`config.mk`:
```
export PLATFORM = sky130hd
export DESIGN_NAME = vrf_access_ctrl_flat
export DESIGN_NICKNAME = d
export VERILOG_FILES = /design/src/rtl/vrf_access_ctrl_if.sv /design/src/rtl/vrf_access_ctrl.sv /design/src/flat_wrapper.sv
export SDC_FILE = /design/constraint.sdc
export NUM_CORES = 1
export LEC_CHECK = 0
export CORE_AREA = 2 2 123 125
export DETAILED_ROUTE_END_ITERATION = 10
export DIE_AREA = 0 0 125 127
export GPL_ROUTABILITY_DRIVEN = 0
export PLACE_DENSITY_LB_ADDON = 0.25
export SETUP_SLACK_MARGIN = 0.15
export SLEW_MARGIN = 0
export SYNTH_ARGS = -nofsm -noshare
export SYNTH_HDL_FRONTEND = slang
export SYNTH_SLANG_ARGS = --single-unit
```
`constraint.sdc`:
```
create_clock -name clk_i -period 5.5 [get_ports clk_i]
set_clock_uncertainty 0.15 [all_clocks]
set_input_delay 1.1 -clock clk_i [delete_from_list [all_inputs] [get_ports clk_i]]
set_output_delay 1.1 -clock clk_i [all_outputs]
set_load 0.005 [all_outputs]
```
`src/rtl/vrf_access_ctrl_if.sv`:
```
// Signal bundle between vrf_access_ctrl, the issue stage, the VRF and the lane execution unit.
// master = controller side, slave = environment (issue stage / VRF / execution unit) side.
interface vrf_access_ctrl_if #(
    parameter int unsigned DATA_WIDTH = 32,
    parameter int unsigned REG_NUM    = 32,
    parameter int unsigned LANES      = 4
);
    localparam int unsigned ADDR_B = $clog2(REG_NUM);
    localparam int unsigned ELEM_B = $clog2(LANES);

    logic                  instr_valid_i;
    logic                  instr_ready_o;
    logic [ADDR_B-1:0]     vs1_i;
    logic [ADDR_B-1:0]     vs2_i;
    logic [ADDR_B-1:0]     vs3_i;
    logic [ADDR_B-1:0]     vd_i;
    logic                  use_c_i;
    logic [ADDR_B-1:0]     a_addr_o;
    logic [ADDR_B-1:0]     b_addr_o;
    logic [ADDR_B-1:0]     c_addr_o;
    logic [ADDR_B-1:0]     wr_addr_o;
    logic                  is_c_used_o;
    logic                  rd_req_o;
    logic                  rd_op_ready_i;
    logic [ELEM_B-1:0]     rd_elem_cnt_o;
    logic [DATA_WIDTH-1:0] a_rdata_i;
    logic [DATA_WIDTH-1:0] b_rdata_i;
    logic [DATA_WIDTH-1:0] c_rdata_i;
    logic                  ex_valid_o;
    logic                  ex_ready_i;
    logic [DATA_WIDTH-1:0] ex_a_o;
    logic [DATA_WIDTH-1:0] ex_b_o;
    logic [DATA_WIDTH-1:0] ex_c_o;
    logic                  res_valid_i;
    logic                  res_ready_o;
    logic [DATA_WIDTH-1:0] res_data_i;
    logic                  wr_req_o;
    logic                  wr_en_o;
    logic [ELEM_B-1:0]     wr_elem_cnt_o;
    logic [DATA_WIDTH-1:0] wdata_o;
    logic                  wr_ready_o;

    modport master (
        input  instr_valid_i, vs1_i, vs2_i, vs3_i, vd_i, use_c_i, rd_op_ready_i,
               a_rdata_i, b_rdata_i, c_rdata_i, ex_ready_i, res_valid_i, res_data_i,
        output instr_ready_o, a_addr_o, b_addr_o, c_addr_o, wr_addr_o, is_c_used_o, rd_req_o,
               rd_elem_cnt_o, ex_valid_o, ex_a_o, ex_b_o, ex_c_o, res_ready_o, wr_req_o,
               wr_en_o, wr_elem_cnt_o, wdata_o, wr_ready_o
    );

    modport slave (
        output instr_valid_i, vs1_i, vs2_i, vs3_i, vd_i, use_c_i, rd_op_ready_i,
               a_rdata_i, b_rdata_i, c_rdata_i, ex_ready_i, res_valid_i, res_data_i,
        input  instr_ready_o, a_addr_o, b_addr_o, c_addr_o, wr_addr_o, is_c_used_o, rd_req_o,
               rd_elem_cnt_o, ex_valid_o, ex_a_o, ex_b_o, ex_c_o, res_ready_o, wr_req_o,
               wr_en_o, wr_elem_cnt_o, wdata_o, wr_ready_o
    );
endinterface

```
`src/rtl/vrf_access_ctrl.sv`:
```
// VRF operand/writeback initiator: reads one instruction's operands, streams element tuples to
// the lane execution unit and writes the returned results into vd. One instruction in flight.
module vrf_access_ctrl #(
    parameter int unsigned DATA_WIDTH = 32,
    parameter int unsigned REG_NUM    = 32,
    parameter int unsigned LANES      = 4
) (
    input  logic              clk_i,
    input  logic              resetn_i,
    vrf_access_ctrl_if.master bus
);
    localparam int unsigned ADDR_B = $clog2(REG_NUM);
    localparam int unsigned ELEM_B = $clog2(LANES);

    typedef logic [ELEM_B:0] cnt_t;
    localparam cnt_t LANES_CNT = cnt_t'(LANES);
    localparam cnt_t LAST_CNT  = cnt_t'(LANES - 1);

    typedef enum logic [1:0] {StIdle, StFetch, StWaitRd, StExec} state_e;

    state_e            r_state, w_state_nxt;
    logic [ADDR_B-1:0] r_a_addr, r_b_addr, r_c_addr, r_wr_addr;
    logic              r_use_c;
    cnt_t              r_rd_cnt, r_wr_cnt;
    logic              r_wr_armed;

    logic w_exec, w_accept, w_rd_fire, w_wr_last;

    assign w_exec    = (r_state == StExec);
    assign w_accept  = bus.instr_valid_i && bus.instr_ready_o;
    assign w_rd_fire = bus.ex_valid_o && bus.ex_ready_i;
    assign w_wr_last = bus.wr_ready_o;

    always_ff @(posedge clk_i or negedge resetn_i) begin
        if (!resetn_i) begin
            r_state <= StIdle;
        end else begin
            r_state <= w_state_nxt;
        end
    end

    // rd_op_ready_i is high while the VRF sits idle, so it only counts once in WAIT_RD.
    always_comb begin
        w_state_nxt = r_state;
        unique case (r_state)
            StIdle:   if (bus.instr_valid_i) w_state_nxt = StFetch;
            StFetch:  w_state_nxt = StWaitRd;
            StWaitRd: if (bus.rd_op_ready_i) w_state_nxt = StExec;
            StExec:   if (w_wr_last) w_state_nxt = StIdle;
            default:  w_state_nxt = StIdle;
        endcase
    end

    always_ff @(posedge clk_i or negedge resetn_i) begin
        if (!resetn_i) begin
            r_a_addr   <= '0;
            r_b_addr   <= '0;
            r_c_addr   <= '0;
            r_wr_addr  <= '0;
            r_use_c    <= 1'b0;
            r_rd_cnt   <= '0;
            r_wr_cnt   <= '0;
            r_wr_armed <= 1'b0;
        end else begin
            if (w_accept) begin
                r_a_addr  <= bus.vs1_i;
                r_b_addr  <= bus.vs2_i;
                r_c_addr  <= bus.vs3_i;
                r_wr_addr <= bus.vd_i;
                r_use_c   <= bus.use_c_i;
            end
            if (w_wr_last) begin
                r_rd_cnt   <= '0;
                r_wr_cnt   <= '0;
                r_wr_armed <= 1'b0;
            end else begin
                if (w_rd_fire) r_rd_cnt <= r_rd_cnt + cnt_t'(1);
                if (bus.wr_en_o) r_wr_cnt <= r_wr_cnt + cnt_t'(1);
                if (bus.wr_req_o) r_wr_armed <= 1'b1;
            end
        end
    end

    assign bus.instr_ready_o = (r_state == StIdle);
    assign bus.rd_req_o      = (r_state == StFetch);
    assign bus.a_addr_o      = r_a_addr;
    assign bus.b_addr_o      = r_b_addr;
    assign bus.c_addr_o      = r_c_addr;
    assign bus.wr_addr_o     = r_wr_addr;
    assign bus.is_c_used_o   = r_use_c;

    assign bus.rd_elem_cnt_o = r_rd_cnt[ELEM_B-1:0];
    assign bus.ex_valid_o    = w_exec && (r_rd_cnt < LANES_CNT);
    assign bus.ex_a_o        = bus.a_rdata_i;
    assign bus.ex_b_o        = bus.b_rdata_i;
    assign bus.ex_c_o        = r_use_c ? bus.c_rdata_i : {DATA_WIDTH{1'b0}};

    // Results are held off during the wr_req_o cycle until the VRF write session is open.
    assign bus.wr_req_o      = w_exec && !r_wr_armed;
    assign bus.res_ready_o   = w_exec && r_wr_armed;
    assign bus.wr_en_o       = bus.res_valid_i && bus.res_ready_o;
    assign bus.wr_elem_cnt_o = r_wr_cnt[ELEM_B-1:0];
    assign bus.wdata_o       = bus.res_data_i;
    assign bus.wr_ready_o    = bus.wr_en_o && (r_wr_cnt == LAST_CNT);

    a_wr_behind_rd: assert property (@(posedge clk_i) disable iff (!resetn_i)
        r_wr_cnt <= r_rd_cnt);
endmodule

```
`src/flat_wrapper.sv`:
```
// flat-port wrapper written by rule: the top's interface ports become plain ports
module vrf_access_ctrl_flat 
#(
    parameter int unsigned DATA_WIDTH = 32,
    parameter int unsigned REG_NUM    = 32,
    parameter int unsigned LANES      = 4
)
  (clk_i, resetn_i, bus_instr_valid_i, bus_vs1_i, bus_vs2_i, bus_vs3_i, bus_vd_i, bus_use_c_i, bus_rd_op_ready_i, bus_a_rdata_i, bus_b_rdata_i, bus_c_rdata_i, bus_ex_ready_i, bus_res_valid_i, bus_res_data_i, bus_instr_ready_o, bus_a_addr_o, bus_b_addr_o, bus_c_addr_o, bus_wr_addr_o, bus_is_c_used_o, bus_rd_req_o, bus_rd_elem_cnt_o, bus_ex_valid_o, bus_ex_a_o, bus_ex_b_o, bus_ex_c_o, bus_res_ready_o, bus_wr_req_o, bus_wr_en_o, bus_wr_elem_cnt_o, bus_wdata_o, bus_wr_ready_o);
  vrf_access_ctrl_if #(.DATA_WIDTH(DATA_WIDTH), .REG_NUM(REG_NUM), .LANES(LANES)) bus_i ();
  input  logic clk_i;
  input  logic resetn_i;
  input wire logic [$bits(bus_i.instr_valid_i)-1:0] bus_instr_valid_i;
  input wire logic [$bits(bus_i.vs1_i)-1:0] bus_vs1_i;
  input wire logic [$bits(bus_i.vs2_i)-1:0] bus_vs2_i;
  input wire logic [$bits(bus_i.vs3_i)-1:0] bus_vs3_i;
  input wire logic [$bits(bus_i.vd_i)-1:0] bus_vd_i;
  input wire logic [$bits(bus_i.use_c_i)-1:0] bus_use_c_i;
  input wire logic [$bits(bus_i.rd_op_ready_i)-1:0] bus_rd_op_ready_i;
  input wire logic [$bits(bus_i.a_rdata_i)-1:0] bus_a_rdata_i;
  input wire logic [$bits(bus_i.b_rdata_i)-1:0] bus_b_rdata_i;
  input wire logic [$bits(bus_i.c_rdata_i)-1:0] bus_c_rdata_i;
  input wire logic [$bits(bus_i.ex_ready_i)-1:0] bus_ex_ready_i;
  input wire logic [$bits(bus_i.res_valid_i)-1:0] bus_res_valid_i;
  input wire logic [$bits(bus_i.res_data_i)-1:0] bus_res_data_i;
  output wire logic [$bits(bus_i.instr_ready_o)-1:0] bus_instr_ready_o;
  output wire logic [$bits(bus_i.a_addr_o)-1:0] bus_a_addr_o;
  output wire logic [$bits(bus_i.b_addr_o)-1:0] bus_b_addr_o;
  output wire logic [$bits(bus_i.c_addr_o)-1:0] bus_c_addr_o;
  output wire logic [$bits(bus_i.wr_addr_o)-1:0] bus_wr_addr_o;
  output wire logic [$bits(bus_i.is_c_used_o)-1:0] bus_is_c_used_o;
  output wire logic [$bits(bus_i.rd_req_o)-1:0] bus_rd_req_o;
  output wire logic [$bits(bus_i.rd_elem_cnt_o)-1:0] bus_rd_elem_cnt_o;
  output wire logic [$bits(bus_i.ex_valid_o)-1:0] bus_ex_valid_o;
  output wire logic [$bits(bus_i.ex_a_o)-1:0] bus_ex_a_o;
  output wire logic [$bits(bus_i.ex_b_o)-1:0] bus_ex_b_o;
  output wire logic [$bits(bus_i.ex_c_o)-1:0] bus_ex_c_o;
  output wire logic [$bits(bus_i.res_ready_o)-1:0] bus_res_ready_o;
  output wire logic [$bits(bus_i.wr_req_o)-1:0] bus_wr_req_o;
  output wire logic [$bits(bus_i.wr_en_o)-1:0] bus_wr_en_o;
  output wire logic [$bits(bus_i.wr_elem_cnt_o)-1:0] bus_wr_elem_cnt_o;
  output wire logic [$bits(bus_i.wdata_o)-1:0] bus_wdata_o;
  output wire logic [$bits(bus_i.wr_ready_o)-1:0] bus_wr_ready_o;
  assign bus_i.instr_valid_i = bus_instr_valid_i;
  assign bus_i.vs1_i = bus_vs1_i;
  assign bus_i.vs2_i = bus_vs2_i;
  assign bus_i.vs3_i = bus_vs3_i;
  assign bus_i.vd_i = bus_vd_i;
  assign bus_i.use_c_i = bus_use_c_i;
  assign bus_i.rd_op_ready_i = bus_rd_op_ready_i;
  assign bus_i.a_rdata_i = bus_a_rdata_i;
  assign bus_i.b_rdata_i = bus_b_rdata_i;
  assign bus_i.c_rdata_i = bus_c_rdata_i;
  assign bus_i.ex_ready_i = bus_ex_ready_i;
  assign bus_i.res_valid_i = bus_res_valid_i;
  assign bus_i.res_data_i = bus_res_data_i;
  assign bus_instr_ready_o = bus_i.instr_ready_o;
  assign bus_a_addr_o = bus_i.a_addr_o;
  assign bus_b_addr_o = bus_i.b_addr_o;
  assign bus_c_addr_o = bus_i.c_addr_o;
  assign bus_wr_addr_o = bus_i.wr_addr_o;
  assign bus_is_c_used_o = bus_i.is_c_used_o;
  assign bus_rd_req_o = bus_i.rd_req_o;
  assign bus_rd_elem_cnt_o = bus_i.rd_elem_cnt_o;
  assign bus_ex_valid_o = bus_i.ex_valid_o;
  assign bus_ex_a_o = bus_i.ex_a_o;
  assign bus_ex_b_o = bus_i.ex_b_o;
  assign bus_ex_c_o = bus_i.ex_c_o;
  assign bus_res_ready_o = bus_i.res_ready_o;
  assign bus_wr_req_o = bus_i.wr_req_o;
  assign bus_wr_en_o = bus_i.wr_en_o;
  assign bus_wr_elem_cnt_o = bus_i.wr_elem_cnt_o;
  assign bus_wdata_o = bus_i.wdata_o;
  assign bus_wr_ready_o = bus_i.wr_ready_o;
  vrf_access_ctrl #(.DATA_WIDTH(DATA_WIDTH), .REG_NUM(REG_NUM), .LANES(LANES)) u_core (.clk_i(clk_i), .resetn_i(resetn_i), .bus(bus_i));
endmodule
```
# After elaboration in Yosys (flattened, before gate mapping)
# Cells that the tools add are included.
[totals]
out_inout_bits = 160
input_bits = 155
regBits = 30
[classes]
magnitude_cmp = 1
n_eq_ne = 7
n_reduce_logical = 13
muxes = 11
addsub = 2
[ops]
columns = ["operator", "count"]
rows = [
  ["32-bit two-way mux", 1],
  ["3-bit two-way mux", 4],
  ["2-bit one-hot mux with 4 select lines", 1],
  ["1-bit logical AND", 7],
  ["3-bit by 1-bit adder with 3-bit output, second input constant", 2],
  ["2-bit two-way mux", 3],
  ["2-bit inequality test, second input constant", 3],
  ["2-bit nonzero test", 3],
  ["2-bit == test, second input constant", 2],
  ["3-bit by 2-bit == test with 1-bit output, second input constant", 1],
  ["3-bit < comparator, second input constant", 1],
  ["3-bit AND reduction", 1],
  ["2-bit by 1-bit == test with 1-bit output, second input constant", 1],
  ["2-bit zero test", 1],
  ["1-bit two-way mux", 2],
  ["1-bit zero test", 1],
]

# Depth between registers and ports, before layout
[logic_depth]
word_depth = 6
mapped_depth = 5
mapped_depth_nobuf = 5

# Least setup slack after synthesis
# No wires, ideal clock.
[synth_timing]
path_type = "input port to output port"
startpoint = "input bus_res_valid_i"
endpoint = "output bus_wr_ready_o"
n_path_buf = 0
path_slack_ns = 2.804
arrival_time_ns = 1.446
path_stages = 2
path_cell_list = "nand3_2 > nor2_1"
[synth_between]
elab_chain_len = 2
[synth_rtl]
columns = ["item", "line_no", "text"]
rows = [
  ["start, declared", "flat_wrapper.sv:23", "input wire logic [$bits(bus_i.res_valid_i)-1:0] bus_res_valid_i;"],
  ["1-bit logical AND", "vrf_access_ctrl.sv:101", "assign bus.wr_en_o = bus.res_valid_i && bus.res_ready_o;"],
  ["1-bit logical AND", "vrf_access_ctrl.sv:104", "assign bus.wr_ready_o = bus.wr_en_o && (r_wr_cnt == LAST_CNT);"],
  ["end, declared", "flat_wrapper.sv:42", "output wire logic [$bits(bus_i.wr_ready_o)-1:0] bus_wr_ready_o;"],
]
# No other way between the ends.

# Final worst setup path
# Ends and elaborated chain as after synthesis.

==> results.toml <==
[synth]
synth.top_cells.by_count = "buf_4 (100), and2_1 (32), dfrtp_1 (30), mux2_2 (21), nor2_1 (9)"
post-synth-top-area-cell = "buf_4"
ys_types = 25
synth.net_count = 393
synth_largest_type_area_fraction_pct = 33.33
synth_edf_count = 0
synth.area.top_cells = "buf_4 (33%), dfrtp_1 (33%), mux2_2 (11%), and2_1 (8.9%), ha_1 (3.9%)"
syn_avg_cell_area_um2 = 9.750
ys_warn_count = 0
ys.flop_type = "dfrtp_1"
synth_area_um2 = 2252
ys_seq_area_share_pct = 33.33
syn_inst = 231
synth_most_common_cell = "buf_4"
async_flop_share_pct = 100.0
ys_ff_latch = 30

[route]
vias = 1563
drc_errors = 0
drt-initial-drc-count = 38
routedWlPerCell_um = 14.69
dr.pass1.iters = 4
via_per_inst = 3.552
drt_wl_total_mm = 6.463
postRouteAntennaNets = 0

[pwr]
p_leak_nw = 1.233
p_switching_w = 0.0004367
p_clk_share_pct = 19.4
intPower_w = 0.001008
comb_power_share_pct = 51.2
p_seq_share_pct = 29.4
p_per_area_nw_per_um2 = 469.9
switching_share_pct = 30.24
ir_drop_mv = 0.1829
power_w = 0.001444

[cells_and_area]
syn2layout_area_growth_pct = 36.50
drive_gt1_share_pct = 12.89
instances_no_fill = 440
antenna_cells = 0
nets = 417

[clock_network]
htree_levels = 2
cts.repair.resized = 0
clkTransAtPathRegs_ps = 50
root_buffer = "clkbuf_16"
cts_sinks = 30
cts_tree = "built"
cts_buffers = 5
insertion_delay_ps = 270
clockBufferDepth = 2
cts_setup_buffers = 0
postCtsHoldBufs = 0

[grt]
grt_pass1_wl_mm = 9.680
grt_overflow = 0
antenna_found_initial = 0
grt_max_degree = 35
grt_pass1_vias = 1672
track_usage_pct = 7.833

[placement]
dp_cells = 432
port_buffers = 122
pre_cts_slack_ps = 1654
post-dp-hpwl_mm = 4.934

[critical_path]
crit_fanout = 7
end_kind = "primary output"
cp-startpoint = "bus_res_valid_i"
required_ps = 4250
arrival_ps = 2590
startpoint_type = "input pin"
timing.rr.start = "u_core.r_state[1]"
crit_top_cell = "clkdlybuf4s50_1"
crit_slowest_cell = "clkdlybuf4s50_1"
critPathKind = "input pin to primary output"
cp_slowest_stage_delay_ps = 570
path_cells = "clkdlybuf4s50_1 > nand3_2 > nor2_1 > clkdlybuf4s50_1"

[min_path]
holdCritPathClass = "register to register"
worstHoldStart = "u_core.bus.b_addr_o[4]"

[sta]
setup_viol = 0
tightest_slew_ps = 998.8
drv_slew = 0
fin_ws_ps = 1663
relSlewSlack_pct = 33.25
rsz0062_at_grt = "false"
fmax_mhz = 260.6
final.setup.tns_ps = 0
hold_violations = 0
final.min_clock_period_ps = 3837
period_share_pct = 69.77

[die]
die_y_um = 127
fp.coreArea_um2 = 14420
std_cell_rows = 44
fp.dieW_um = 125
initial_utilization_pct = 15.61
die_area_um2 = 15880
boundaryPins = 315

[job]
maxCapViolations = 0

[status]
status = "finished clean"
-- worst max-delay path: cells and delay by family --
family / cells / cell delay [ps]
and+or+nand+nor: 2 / 420
buffers and inverters: 2 / 1060
-- final cells by class --
| type | instances | area, µm² |
|---|---|---|
| multi-input combinational | 89 | 703.2 |
| inverter | 7 | 26.28 |
| tap | 184 | 230.2 |
| timing repair buffer | 122 | 1216 |
| sequential | 30 | 750.7 |
| clock inverter | 1 | 5.005 |
| clock buffer | 7 | 142.6 |
| fill | 1573 | 11350 |
-- layer usage --
| layer | GRT usage [%] | vias up | part of all wire (%) | routed length [µm] |
|---|---|---|---|---|
| met2 | 10.49 | 144 | 42 | 2684 |
| met5 | 0 | - | 0 | 0 |
| met4 | 5.098 | 0 | 5.4 | 347 |
| met1 | 8.533 | 697 | 36 | 2358 |
| li1 | - | 676 | - | - |
| met3 | 6.030 | 46 | 17 | 1073 |
-- cell families after synthesis --
logic type | share of synthesized area (%)
buffers and inverters | 35.44
and+or+nand+nor | 13.06
DFF | 33.33
muxes | 11.61
AOI/OAI and AO/OA | 2.278
adders and majority gates | 3.889
xor gates and xnor gates | 0.3890
-- power by group through the flow --
| stage | logic, W | registers, W | clock network (W) |
|---|---|---|---|
| after floorplan | 0.000376 | 0.000402 | 0 |
| after global placement | 0.000754 | 0.000424 | 0 |
| after detailed placement | 0.000749 | 0.000428 | 0 |
| after CTS | 0.000756 | 0.000428 | 0.000290 |
| after global routing | 0.000804 | 0.000449 | 0.000302 |
| final | 0.000740 | 0.000425 | 0.000280 |
-- layout by cell type (no fill, tap or decap), types with 3 or more instances in the layout --
cell type	n
nand2_1	3
and2_1	32
clkdlybuf4s50_1	121
mux2_2	21
ha_1	7
inv_1	7
o21ai_0	3
dfrtp_1	30
clkbuf_16	5
nor2_1	9
-- stage by stage --
| stage | utilization [%] | area [µm²] | hold WS [ps] |
|---|---|---|---|
| after floorplan | - | 2252 | 325.4 |
| after global placement | 20.29 | 2927 | 338.1 |
| after detailed placement | 20.29 | 2927 | 341.5 |
| after CTS | 21.31 | 3074 | 358.0 |
| after global routing | 21.31 | 3074 | 369.3 |
| final | 21.31 | 3074 | 354.3 |
-- path summary, 6_finish.rpt --
| check | end | slack, ps | depth (start not counted) |
|---|---|---|---|
| max | bus_wr_ready_o | 1660 | 4 |
| min reg2reg | u_core.bus.b_addr_o[4] | 350 | 1 |
| max in group asynchronous | u_core.bus.wr_addr_o[2] | 4000 | 1 |
| max reg2reg | u_core.bus.a_addr_o[4] | 3340 | 4 |
| min | u_core.bus.b_addr_o[4] | 350 | 1 |
| min in group asynchronous | u_core.r_wr_armed | 730 | 1 |
-- flip-flops by register name, summed over array words and instances (netlist names) --
register,count
u_core.bus.wr_addr_o,5
u_core.r_wr_cnt,3
u_core.bus.a_addr_o,5
u_core.bus.c_addr_o,5
u_core.r_state,2
u_core.r_rd_cnt,3
u_core.bus.b_addr_o,5
u_core.bus.is_c_used_o,1
u_core.r_wr_armed,1
Note: power is estimated with default switching activity, not from simulation.
